File: src/rtl/pipe_stage_reg.sv
// Pipeline boundary register with stall/flush handling, bubble insertion and perf counters.
// Multi-cycle arithmetic progress (hilo_tmp, cnt) survives bubbles and is cleared on advance/flush.
module pipe_stage_reg #(
    parameter int DATA_W  = 32,
    parameter int ADDR_W  = 5,
    parameter int SIDE_W  = 8,
    parameter int CNT_W   = 2,
    parameter int STALL_W = 6,
    parameter int STAGE   = 3,
    parameter int PERF_W  = 32
) (
    input  logic                clk,
    input  logic                rst,
    input  logic [DATA_W-1:0]   in_reg_wdata,
    input  logic [ADDR_W-1:0]   in_reg_waddr,
    input  logic                in_reg_wen,
    input  logic [DATA_W-1:0]   in_hi_wdata,
    input  logic [DATA_W-1:0]   in_lo_wdata,
    input  logic                in_hilo_wen,
    input  logic [SIDE_W-1:0]   in_side,
    input  logic [2*DATA_W-1:0] in_hilo_tmp,
    input  logic [CNT_W-1:0]    in_cnt,
    input  logic [STALL_W-1:0]  stall,
    input  logic                flush,
    output logic [DATA_W-1:0]   out_reg_wdata,
    output logic [ADDR_W-1:0]   out_reg_waddr,
    output logic                out_reg_wen,
    output logic [DATA_W-1:0]   out_hi_wdata,
    output logic [DATA_W-1:0]   out_lo_wdata,
    output logic                out_hilo_wen,
    output logic [SIDE_W-1:0]   out_side,
    output logic                out_valid,
    output logic [2*DATA_W-1:0] out_hilo_tmp,
    output logic [CNT_W-1:0]    out_cnt,
    output logic [PERF_W-1:0]   perf_bubbles,
    output logic [PERF_W-1:0]   perf_holds
);

    typedef enum logic [1:0] {
        M_FLUSH,
        M_BUBBLE,
        M_ADVANCE,
        M_HOLD
    } mode_t;

    localparam logic [PERF_W-1:0] PERF_ONE = 1;

    mode_t mode;
    logic  stall_here;
    logic  stall_next;
    logic  unused_stall;

    assign stall_here   = stall[STAGE];
    assign stall_next   = stall[STAGE+1];
    // Only this stage and its downstream neighbour matter; the rest of the vector is ignored.
    assign unused_stall = ^stall;

    always_comb begin
        mode = M_HOLD;
        if (flush)
            mode = M_FLUSH;
        else if (stall_here && !stall_next)
            mode = M_BUBBLE;
        else if (!stall_here)
            mode = M_ADVANCE;
    end

    always_ff @(posedge clk) begin
        if (rst) begin
            out_reg_wdata <= '0;
            out_reg_waddr <= '0;
            out_reg_wen   <= 1'b0;
            out_hi_wdata  <= '0;
            out_lo_wdata  <= '0;
            out_hilo_wen  <= 1'b0;
            out_side      <= '0;
            out_valid     <= 1'b0;
            out_hilo_tmp  <= '0;
            out_cnt       <= '0;
            perf_bubbles  <= '0;
            perf_holds    <= '0;
        end else begin
            case (mode)
                M_FLUSH, M_BUBBLE: begin
                    out_reg_wdata <= '0;
                    out_reg_waddr <= '0;
                    out_reg_wen   <= 1'b0;
                    out_hi_wdata  <= '0;
                    out_lo_wdata  <= '0;
                    out_hilo_wen  <= 1'b0;
                    out_side      <= '0;
                    out_valid     <= 1'b0;
                    if (mode == M_BUBBLE) begin
                        // Keep the partial product moving while the stage is stalled.
                        out_hilo_tmp <= in_hilo_tmp;
                        out_cnt      <= in_cnt;
                        perf_bubbles <= perf_bubbles + PERF_ONE;
                    end else begin
                        out_hilo_tmp <= '0;
                        out_cnt      <= '0;
                    end
                end
                M_ADVANCE: begin
                    out_reg_wdata <= in_reg_wdata;
                    out_reg_waddr <= in_reg_waddr;
                    out_reg_wen   <= in_reg_wen;
                    out_hi_wdata  <= in_hi_wdata;
                    out_lo_wdata  <= in_lo_wdata;
                    out_hilo_wen  <= in_hilo_wen;
                    out_side      <= in_side;
                    out_valid     <= 1'b1;
                    out_hilo_tmp  <= '0;
                    out_cnt       <= '0;
                end
                default: begin
                    perf_holds <= perf_holds + PERF_ONE;
                end
            endcase
        end
    end

endmodule

File: config.mk
export PLATFORM = sky130hd
export DESIGN_NAME = pipe_stage_reg
export DESIGN_NICKNAME = d
export VERILOG_FILES = /design/src/rtl/pipe_stage_reg.sv
export SDC_FILE = /design/constraint.sdc
export NUM_CORES = 1
export LEC_CHECK = 0
export ABC_AREA = 1
export CORE_AREA = 3 3 166 168
export CTS_CLUSTER_SIZE = 10
export DETAILED_ROUTE_END_ITERATION = 10
export DIE_AREA = 0 0 169 171
export DONT_BUFFER_PORTS = 1
export PLACE_DENSITY_LB_ADDON = 0.05
export SLEW_MARGIN = 20
export SYNTH_ARGS = -nofsm -noshare
export SYNTH_HDL_FRONTEND = slang
export SYNTH_SLANG_ARGS = --single-unit
export TNS_END_PERCENT = 100
File: constraint.sdc
create_clock -name clk -period 2 [get_ports clk]
set_input_delay 0.2 -clock clk [delete_from_list [all_inputs] [get_ports clk]]
set_output_delay 0.2 -clock clk [all_outputs]
set_load 0.01 [all_outputs]
==> Word-level counts from Yosys, hierarchy flattened <==
Cells that the tools add are included.
{ "totals": {"elab_cells": 38, "regBits": 242, "output_inout_bits": 242, "input_bits": 186} }
{ "classes": {"muxes": 15, "reduce_logical": 7, "n_addsub": 2, "n_eq_ne": 2} }
{ "op_table": {"columns": ["cell", "count"], "rows": [
  ["case mux 32 bit (2 select lines)", 3],
  ["case mux 64 bit (2 select lines)", 1],
  ["adder 32 x 1 -> 32 bit (second input constant)", 2],
  ["two-way mux 64 bit", 1],
  ["case mux 8 bit (2 select lines)", 1],
  ["case mux 5 bit (2 select lines)", 1],
  ["two-way mux 2 bit", 3],
  ["case mux 1 bit (2 select lines)", 3],
  ["case mux 2 bit (2 select lines)", 1],
  ["OR reduction 3 bit", 1],
  ["equality test 2 x 1 -> 1 bit (second input constant)", 1],
  ["equality test 2 bit (second input constant)", 1],
  ["logical NOT 2 bit", 1],
  ["AND reduction 2 bit", 1],
  ["nonzero test 2 bit", 1],
  ["OR reduction 2 bit", 1],
  ["logical AND 1 bit", 1],
  ["logical NOT 1 bit", 1],
  ["two-way mux 1 bit", 1]
]} }

==> Depth between registers and ports, before layout <==
{ "depth": {"word_depth": 7, "mapped_depth": 10} }

==> Worst setup path after synthesis <==
No wires, ideal clock.
{ "synth_timing": {"path_kind": "reg2reg", "from": "register perf_holds[0]", "to": "register perf_holds[26]", "required_time_ns": 1.885, "setup_slack_ns": 0.530, "setup_ns": 0.115, "path_stages_with_launch": 9, "t_arrival_ns": 1.355, "path_buffers": 0, "cell_sequence": "dfxtp_1 -> ha_1 -> nand3_1 -> nor2_4 -> nand2_1 -> nor2_1 -> nand4_1 -> nand2_1 -> nor2_1"} }
{ "synth_via": {"elab_chain_cells": 1} }
{ "synth_rtl": {"columns": ["item", "line", "text"], "rows": [
  ["start, declared", "36", "output logic [PERF_W-1:0] perf_holds"],
  ["start signal, assigned", "116", "perf_holds <= perf_holds + PERF_ONE;"],
  ["adder 32 x 1 -> 32 bit", "116", null]
]} }
No other way between the ends.
A chain may end at the register's enable or synchronous reset.

==> Worst setup path after layout <==
{ "layout_timing": {"from": "register perf_bubbles[6]", "to": "register perf_bubbles[8]"} }
{ "layout_via": {"elab_chain_cells": 1} }
{ "layout_rtl": {"columns": ["item", "line", "text"], "rows": [
  ["start, declared", "35", "output logic [PERF_W-1:0] perf_bubbles,"],
  ["start signal, assigned", "97", "perf_bubbles <= perf_bubbles + PERF_ONE;"],
  ["adder 32 x 1 -> 32 bit", "97", null]
]} }
No other way between the ends.

==> impl_metrics.ini <==
[worst_setup_path]
crit_path_cell_trace = nand2_1, nor2_2, nand3_2, xor2_1, nor2_1, dlygate4sd3_1
start_kind = register
crit_slowest_cell = dlygate4sd3_1
crit_family = simple AND/OR/NAND/NOR gates
cp-end-kind = register
cp_num_buf_inv = 1
path_class = register to register
arrival_ps = 2360
crit_path_max_incr_delay_ps = 560
worstPathMaxFanout = 5
crit_required_ps = 2470

[power_and_ir_drop]
cellPowerDensity_mw_per_mm2 = 801
ir_drop_mv = 0.670
cellLeakagePower_nw = 4.86

[die]
ios = 428
die_w_um = 169
die_height_um = 171
dieArea_mm2 = 0.0289
core_mm2 = 0.0261
num_rows = 59
start_util_pct = 37.5

[synth]
synthXorXnorAreaFrac_pct = 0.717
yosysWarnings = 0
synthAdderAreaFrac_pct = 0.256
seq_area_frac_synth_pct = 49.6
synth_compound_area_share_pct = 11.6
syn_area_per_cell_um2 = 7.32
netlist_instances = 1336
synth_simple_gate_area_share_pct = 30.9
syn_area_mm2 = 0.00977
syn_nets = 1524
synthMuxAreaShare_pct = 0
ys_seq_elements = 242
synth_top_family_by_area = simple AND/OR/NAND/NOR gates
synth_cell_types = 31

[global_route]
grt_pass1_vias = 9516
use_met2_pct = 41.0
antenna_found_initial = 0
busiest_layer = met2
grt_max_degree = 125
grt_pass1_wl_mm = 53.4
track_usage_pct = 22.8
use_met3_pct = 7.49
globalRoute.totalOverflow = 0
grt.met1_usage_pct = 25.7

[sta]
worst_pin_slew_ps = 580
slew_headroom_pct = 61.4
period_minus_slack_ps = 1890
holdWs_ps = 17.8
totalNegativeSetupSlack_ps = 0
finalSetupViolations = 0
period_share_pct = 94.6
max_freq_mhz = 529
rsz0062_at_grt = no
finalHoldViolCount = 0
worst_slack_ps = 108
clock_skew_ps = 11.2
slew_viol_final = 0

[finish]
area_delta_synth_final_pct = 31.4
nNetsFinal = 1700
drive_gt1_share_pct = 6.51
layout_commonest_cell = nand2_1
antenna_cells = 0
finish.instance_area_mm2 = 0.0128
final_cell_mix = 375 x nand2_1, 239 x dfxtp_1, 203 x a21oi_1, 187 x dlygate4sd3_1, 167 x nand3_1

[placement]
place_area_mm2 = 0.0101
gp_congestion = 0.822
port_buffers = 0
pre_cts_ws_ps = 308
dpl.hpwl_mm = 23.3

[run_status]
status = finished clean

[route]
firstDrtPassIters = 5
routed_wl_mm = 35.1
dr.first_iter.drc_count = 463
routedWlPerCell_um = 18.9
avgViaCountPerCell = 5.18
drc_errors = 0
vias = 9603
drtAntennaViolNets = 0

[clock_network]
clock_sinks = 242
root_buffer = clkbuf_16
clkLatencyLatePin_ps = 540
htreeDepth = 1
cts_buffers = 29
clock_path_buffers = 3
tritoncts = yes
clk_pin_slew_ps = 60

[flow_run]
max_cap_viol_count = 0

[worst_hold_path]
hp-class = input pin to register
## routing by layer
metal | wire (um) | vias to the layer above
li1 | - | 4705
met1 | 12900 | 4432
met2 | 17700 | 398
met3 | 3510 | 68
met4 | 976 | 0
met5 | 0 | -
## kinds of logic after synthesis
logic type	after synthesis
fa+ha+maj	2
simple gates	708
compound gates	224
buf+inv	152
flops	242
xor+xnor	8
## synth_stat cells
master | number | share of area, %
o21a_1 | 3 | 0.23
and3_1 | 2 | 0.13
nand3_1 | 167 | 8.6
a31oi_1 | 2 | 0.13
nand3b_2 | 1 | 0.12
clkbuf_1 | 31 | 1.2
a21oi_1 | 203 | 10
nor2_2 | 8 | 0.51
nor3_1 | 11 | 0.56
nand4_1 | 11 | 0.70
inv_2 | 4 | 0.15
nand3_2 | 3 | 0.31
o21ai_0 | 15 | 0.77
nand3b_1 | 2 | 0.15
o21bai_1 | 1 | 0.077
dfxtp_1 | 242 | 50
nand3_4 | 1 | 0.18
nor2_4 | 4 | 0.46
nand2_1 | 375 | 14
clkinv_1 | 1 | 0.038
and2_1 | 1 | 0.064
ha_1 | 2 | 0.26
buf_2 | 16 | 0.82
inv_1 | 69 | 2.7
buf_1 | 17 | 0.65
nand2_2 | 1 | 0.064
xor2_1 | 7 | 0.63
buf_6 | 11 | 1.3
buf_4 | 3 | 0.23
nor2_1 | 121 | 4.6
xnor2_1 | 1 | 0.090
## what timing repair did
action,4_1_cts,5_1_grt
resized for setup,0,5
hold buffers,188,0
setup endpoints to repair,0,3
buffers inserted,0,0
hold endpoints to repair,202,0
## power breakdown
group          switching (W)  internal, W  total (W)
registers           0.000121      0.00492    0.00504
clock network        0.00193      0.00269    0.00462
logic               0.000327     0.000300   0.000627
## worst reg2reg max path, cell delays in order (launching register included)
cell and delay (ps):
dfxtp_1 420, nand2_1 170, nor2_2 200, nand3_2 180
xor2_1 200, nor2_1 100, dlygate4sd3_1 560
## registers in the layout, summed over array words and instances, names as in the netlist
name           flops
out_side           8
out_hilo_tmp      64
perf_bubbles      32
out_lo_wdata      32
out_hi_wdata      32
out_valid          1
out_reg_waddr      5
out_hilo_wen       1
out_reg_wen        1
out_cnt            2
out_reg_wdata     32
perf_holds        32
## final timing paths
kind | start | endpoint | slack (ps) | cells past startpoint
max reg2reg | perf_bubbles[6] | perf_bubbles[8] | 110 | 6
min | stall[3] | perf_bubbles[3] | 20 | 4
max | perf_bubbles[6] | perf_bubbles[8] | 110 | 6
min reg2reg | out_hilo_tmp[29] | out_hilo_tmp[29] | 510 | 2
## stage by stage
step / utilization [%] / power, W / cells
after detailed placement: 38.9 / 0.00551 / 1628
after floorplan: - / 0.00544 / 1336
after CTS: 49.2 / 0.0104 / 1855
after global placement: 38.9 / 0.00551 / 1628
after global routing: 49.3 / 0.0107 / 1855
final: 49.3 / 0.0103 / 1855
## area by class of cell
class                      instances  area, um^2
clock buffer                      35         778
clock inverter                     4        23.8
inverter                          74         283
timing repair buffer             223        2240
sequential                       242        4850
fill                            2592       13200
multi-input combinational        942        4250
tap                              335         419
(Power assumes the default switching activity.)
